--- src/rtl/counterab_pkg.sv ---
// Shared types, default stream limits and next-value helpers for the
// counter-stream checker.
package counterab_pkg;

    typedef enum logic {
        HUNT   = 1'b0,
        LOCKED = 1'b1
    } chk_state_t;

    localparam int A_MAX_D = 12;
    localparam int B_TOP_D = 15;

    function automatic logic [3:0] next_up(input logic [3:0] prev, input logic [3:0] wrap);
        return (prev == wrap) ? 4'd0 : prev + 4'd1;
    endfunction

    function automatic logic [3:0] next_down(input logic [3:0] prev, input logic [3:0] top);
        return (prev == 4'd0) ? top : prev - 4'd1;
    endfunction

endpackage

--- src/rtl/seq_chk_chan.sv ---
// One counter-stream channel: hunts for LOCK_CNT consecutive correct steps,
// then flags and counts any broken step while locked.
module seq_chk_chan
    import counterab_pkg::*;
#(
    parameter bit DIR      = 1'b0,
    parameter int WRAP     = A_MAX_D,
    parameter int LOCK_CNT = 4,
    parameter int ERR_W    = 8
) (
    input  logic             clk,
    input  logic             rst,
    input  logic [3:0]       samp_i,
    output logic             locked_o,
    output logic             err_o,
    output logic [ERR_W-1:0] err_cnt_o
);

    localparam int MW = $clog2(LOCK_CNT + 1);
    localparam logic [3:0]       WRAP_V  = 4'(WRAP);
    localparam logic [MW-1:0]    LOCK_V  = MW'(LOCK_CNT);
    localparam logic [MW-1:0]    ONE_M   = MW'(1);
    localparam logic [ERR_W-1:0] CNT_MAX = {ERR_W{1'b1}};
    localparam logic [ERR_W-1:0] ONE_E   = ERR_W'(1);

    logic [3:0]       prev_q;
    logic             prev_vld_q;
    logic [MW-1:0]    match_cnt_q;
    chk_state_t       state_q;
    logic             err_q;
    logic [ERR_W-1:0] err_cnt_q;
    logic [ERR_W-1:0] err_cnt_d;
    logic [3:0]       exp_val;
    logic             is_match;

    // Out-of-range samples can never match, even if they equal the expected value.
    always_comb begin
        exp_val   = DIR ? next_down(prev_q, WRAP_V) : next_up(prev_q, WRAP_V);
        is_match  = (samp_i <= WRAP_V) && (samp_i == exp_val);
        err_cnt_d = (err_cnt_q == CNT_MAX) ? err_cnt_q : err_cnt_q + ONE_E;
    end

    // Hunt/lock FSM with reference update, error pulse and saturating counter.
    always_ff @(posedge clk) begin
        if (rst) begin
            prev_q      <= 4'd0;
            prev_vld_q  <= 1'b0;
            match_cnt_q <= '0;
            state_q     <= HUNT;
            err_q       <= 1'b0;
            err_cnt_q   <= '0;
        end else begin
            prev_q     <= samp_i;
            prev_vld_q <= 1'b1;
            err_q      <= 1'b0;
            if (prev_vld_q) begin
                case (state_q)
                    HUNT: begin
                        if (is_match) begin
                            match_cnt_q <= match_cnt_q + ONE_M;
                            if ((match_cnt_q + ONE_M) == LOCK_V) begin
                                state_q <= LOCKED;
                            end
                        end else begin
                            match_cnt_q <= '0;
                        end
                    end
                    LOCKED: begin
                        if (!is_match) begin
                            state_q     <= HUNT;
                            match_cnt_q <= '0;
                            err_q       <= 1'b1;
                            err_cnt_q   <= err_cnt_d;
                        end
                    end
                    default: begin
                        state_q     <= HUNT;
                        match_cnt_q <= '0;
                    end
                endcase
            end
        end
    end

    assign locked_o  = (state_q == LOCKED);
    assign err_o     = err_q;
    assign err_cnt_o = err_cnt_q;

endmodule

--- config.mk ---
export PLATFORM = sky130hd
export DESIGN_NAME = seq_chk_chan
export DESIGN_NICKNAME = d
export VERILOG_FILES = /design/src/rtl/counterab_pkg.sv /design/src/rtl/seq_chk_chan.sv
export SDC_FILE = /design/constraint.sdc
export NUM_CORES = 1
export LEC_CHECK = 0
export ABC_CLOCK_PERIOD_IN_PS = 2800
export CORE_MARGIN = 2
export CORE_UTILIZATION = 45
export CTS_BUF_LIST = sky130_fd_sc_hd__clkbuf_16
export DETAILED_ROUTE_END_ITERATION = 10
export PLACE_DENSITY = 0.77
export SLEW_MARGIN = 30
export SYNTH_ARGS = -nofsm -noshare
export SYNTH_HDL_FRONTEND = slang
export SYNTH_SLANG_ARGS = --single-unit
--- constraint.sdc ---
create_clock -name clk -period 2.8 [get_ports clk]
set_clock_uncertainty 0.15 [all_clocks]
set_input_delay 0.7 -clock clk [delete_from_list [all_inputs] [get_ports clk]]
set_output_delay 0.7 -clock clk [all_outputs]
set_load 0.1 [all_outputs]
==> impl_metrics.env <==
export IMPL_drv_slew=0
export IMPL_p_sw_share_pct=21.19
export IMPL_clk_latency_ns=0.25
export IMPL_grtUsageMet3_pct=1.818
export IMPL_worst_pin_slew_ns=0.5240
export IMPL_syn_area_per_cell_um2=8.973
export IMPL_min_period_over_period_pct=88.55
export IMPL_cts_buffer_depth=2
export IMPL_synth_area_leaders="dfxtp_1 38%, ha_1 6.6%, a21oi_1 4.2%, nor2b_1 4.0%, nand2_1 3.6%"
export IMPL_min_path_type="reg2reg"
export IMPL_clkTransAtPathRegs_ns=0.05
export IMPL_diodes=0
export IMPL_vias=827
export IMPL_crit_buf_inv=2
export IMPL_powerDensity_nw_per_um2=505.8
export IMPL_setup_viol=0
export IMPL_cp_arrival_ns=2.45
export IMPL_antenna_found_initial=0
export IMPL_drtIter0Drc=12
export IMPL_ys_seq_area_share_pct=38.25
export IMPL_cts_buffers=3
export IMPL_cp_end_kind="register"
export IMPL_peakVddDrop_uv=336.2
export IMPL_wl_per_cell_um=12.11
export IMPL_busiest_layer="met2"
export IMPL_detail_route_first_pass_iterations=4
export IMPL_grt_max_degree=14
export IMPL_synth_cell_types=33
export IMPL_overflow=0
export IMPL_p_comb_share_pct=9.4
export IMPL_start_util_pct=48.02
export IMPL_async_flop_share_pct=0
export IMPL_area_growth_pct=26.56
export IMPL_cts_setup_buffers=0
export IMPL_synth_ff_type="dfxtp_1"
export IMPL_die_w_um=49.76
export IMPL_critPathKind="in2reg"
export IMPL_core_area_um2=1962
export IMPL_outcome="complete, no violations"
export IMPL_postCtsHoldBufs=0
export IMPL_io_pins=16
export IMPL_power_frac_seq_pct=44.2
export IMPL_synth_fp_nets=116
export IMPL_relSlewSlack_pct=64.74
export IMPL_finalHoldViolCount=0
export IMPL_critPathLaunchType="primary input"
export IMPL_synth_cells=105
export IMPL_synthTopCellsByCount="18 x dfxtp_1, 9 x nand2_1, 8 x a21oi_1, 7 x inv_1, 6 x nor2b_1"
export IMPL_instances_no_fill=150
export IMPL_yosysTopAreaCell="dfxtp_1"
export IMPL_worstPathMaxFanout=11
export IMPL_max_freq_ghz=0.4033
export IMPL_ys_warn_count=0
export IMPL_port_buffers=15
export IMPL_crit_chain="clkdlybuf4s50_1 > xor2_1 > a21oi_1 > o21ai_1 > nor3_4 > buf_4 > o311ai_0 > o41ai_1"
export IMPL_synth_most_common_cell="dfxtp_1"
export IMPL_power_uw=603.1
export IMPL_drv_cap=0
export IMPL_num_rows=16
export IMPL_internal_power_uw=475.3
export IMPL_dp_hpwl_um=1370
export IMPL_design_area_um2=1192
export IMPL_cts_htree_levels=1
export IMPL_cts_tree="yes"
export IMPL_layout_nets=136
export IMPL_switching_power_uw=127.8
export IMPL_drive_gt1_share_pct=19.51
export IMPL_p_leak_nw=0.4763
export IMPL_critical_path_top_delay_family="compound AO/OA/AOI/OAI gates"
export IMPL_fp_dieArea_um2=2476
export IMPL_cts_sinks=18
export IMPL_routed_wl_um=1817
export IMPL_grt_pass1_wl_um=3180
export IMPL_synth_edff_count=0
export IMPL_grt_util_met2_pct=26.22
export IMPL_cp_required_ns=2.77
export IMPL_grt_pass1_vias=754
export IMPL_crit_path_top_delay_cell="clkdlybuf4s50_1"
export IMPL_die_h_um=49.76
export IMPL_place_congestion=0.8445
export IMPL_clockPowerShare_pct=46.4
export IMPL_drt_vias_per_instance=5.513
export IMPL_ant_nets=0
export IMPL_clockRootBuffer="clkbuf_16"
export IMPL_fin_crit_ns=2.479
export IMPL_n_fill_cell=194
export IMPL_synth_top_area_share_pct=38.25
export IMPL_post_route_drc_count=0
export IMPL_track_usage_pct=16.59
export IMPL_synth_area_um2=942.2
export IMPL_place_area_um2=1111
export IMPL_placedCellCount=147
export IMPL_ys_ff_latch=18
export IMPL_rsz0062_at_grt="no"
export IMPL_slowest_delay_ns=0.51
export IMPL_use_met1_pct=21.55
worst paths after layout:
path,depth (start not counted),start,to,slack [ns]
worst max-delay path,8,samp_i[1],err_cnt_o[2],0.32
worst min-delay path,2,match_cnt_q[2],match_cnt_q[2],0.30
worst min register to register,2,match_cnt_q[2],match_cnt_q[2],0.30
worst max register to register,9,prev_q[0],err_cnt_o[2],0.38
layout make-up:
| cell class | count | area, um^2 | share of cell area [%] |
|---|---|---|---|
| Clock buffer | 3 | 75.07 | 6.296 |
| Inverter | 7 | 26.28 | 2.204 |
| Timing Repair Buffer | 20 | 162.7 | 13.64 |
| Multi-Input combinational cell | 75 | 534.3 | 44.81 |
| Sequential cell | 18 | 360.3 | 30.22 |
| Tap cell | 27 | 33.78 | 2.833 |
per-stage QoR:
| step | setup WS [ns] | hold slack [ns] | setup TNS, ns | utilization [%] |
|---|---|---|---|---|
| after CTS | 0.2016 | 0.3026 | 0 | 60.46 |
| after global routing | 0.1306 | 0.3482 | 0 | 60.78 |
| after detailed placement | -0.01863 | 0.2957 | -0.02848 | 56.63 |
| after floorplan | 0.3007 | 0.2819 | 0 | - |
| final | 0.3206 | 0.3015 | 0 | 60.78 |
| after global placement | 0.02353 | 0.2909 | 0 | 56.63 |
timing repair:
action | CTS | global route
endpoints found under the hold margin | 0 | 0
gates resized for setup | 0 | 2
setup endpoints to repair | 0 | 1
worst min-delay path, delay by kind of cell, from the launching register on:
family             cells  cell delay [ns]
AOI/OAI and AO/OA      1             0.05
DFF                    1             0.30
and+or+nand+nor        1             0.05
layout by cell type (no fill, tap or decap), types with 2 or more instances in the layout:
| master | n |
|---|---|
| nand3_1 | 2 |
| clkdlybuf4s50_1 | 5 |
| inv_1 | 7 |
| nor2b_1 | 6 |
| dfxtp_1 | 18 |
| nand2_1 | 9 |
| and3_1 | 3 |
| nand4_1 | 2 |
| mux2i_1 | 3 |
| o41ai_1 | 3 |
| o31ai_1 | 4 |
| or4_1 | 4 |
| nor3_1 | 2 |
| a21oi_1 | 8 |
| ha_1 | 5 |
| xor2_1 | 2 |
| xnor2_1 | 2 |
| clkbuf_16 | 3 |
| nor2_1 | 5 |
| buf_4 | 15 |
| nor4_1 | 2 |
cell families (layout without fill, tap and decap cells):
group,Yosys count,count (layout),synth area share [%]
XOR/XNOR,4,4,3.719
AND/OR/NAND/NOR,41,41,25.10
adder cells (fa/ha/maj),5,5,6.640
AO/OA/AOI/OAI,21,21,15.80
buffers and inverters,12,30,5.710
multiplexers,4,4,4.781
flip-flops,18,18,38.25
power by group through the flow:
stage                     sequential [mW]  clock, mW  combinational, mW
after floorplan                     0.269          0             0.0367
after global placement              0.272          0             0.0521
after detailed placement            0.272          0             0.0534
after CTS                           0.266      0.283             0.0541
after global routing                0.267      0.290             0.0636
final                               0.267      0.280             0.0565
sequential cells by signal, indices dropped and copies added, names as in the netlist:
name,count
err_cnt_o,8
prev_q,4
match_cnt_q,3
err_o,1
locked_o,1
prev_vld_q,1
layer usage:
metal | vias to the layer above | part of all wire (%) | wire [um]
li1 | 424 | - | -
met1 | 384 | 47 | 849
met2 | 14 | 48 | 873
met3 | 5 | 2.8 | 51
met4 | 0 | 2.4 | 43
met5 | - | 0 | 0
Note: power is estimated with default switching activity, not from simulation.
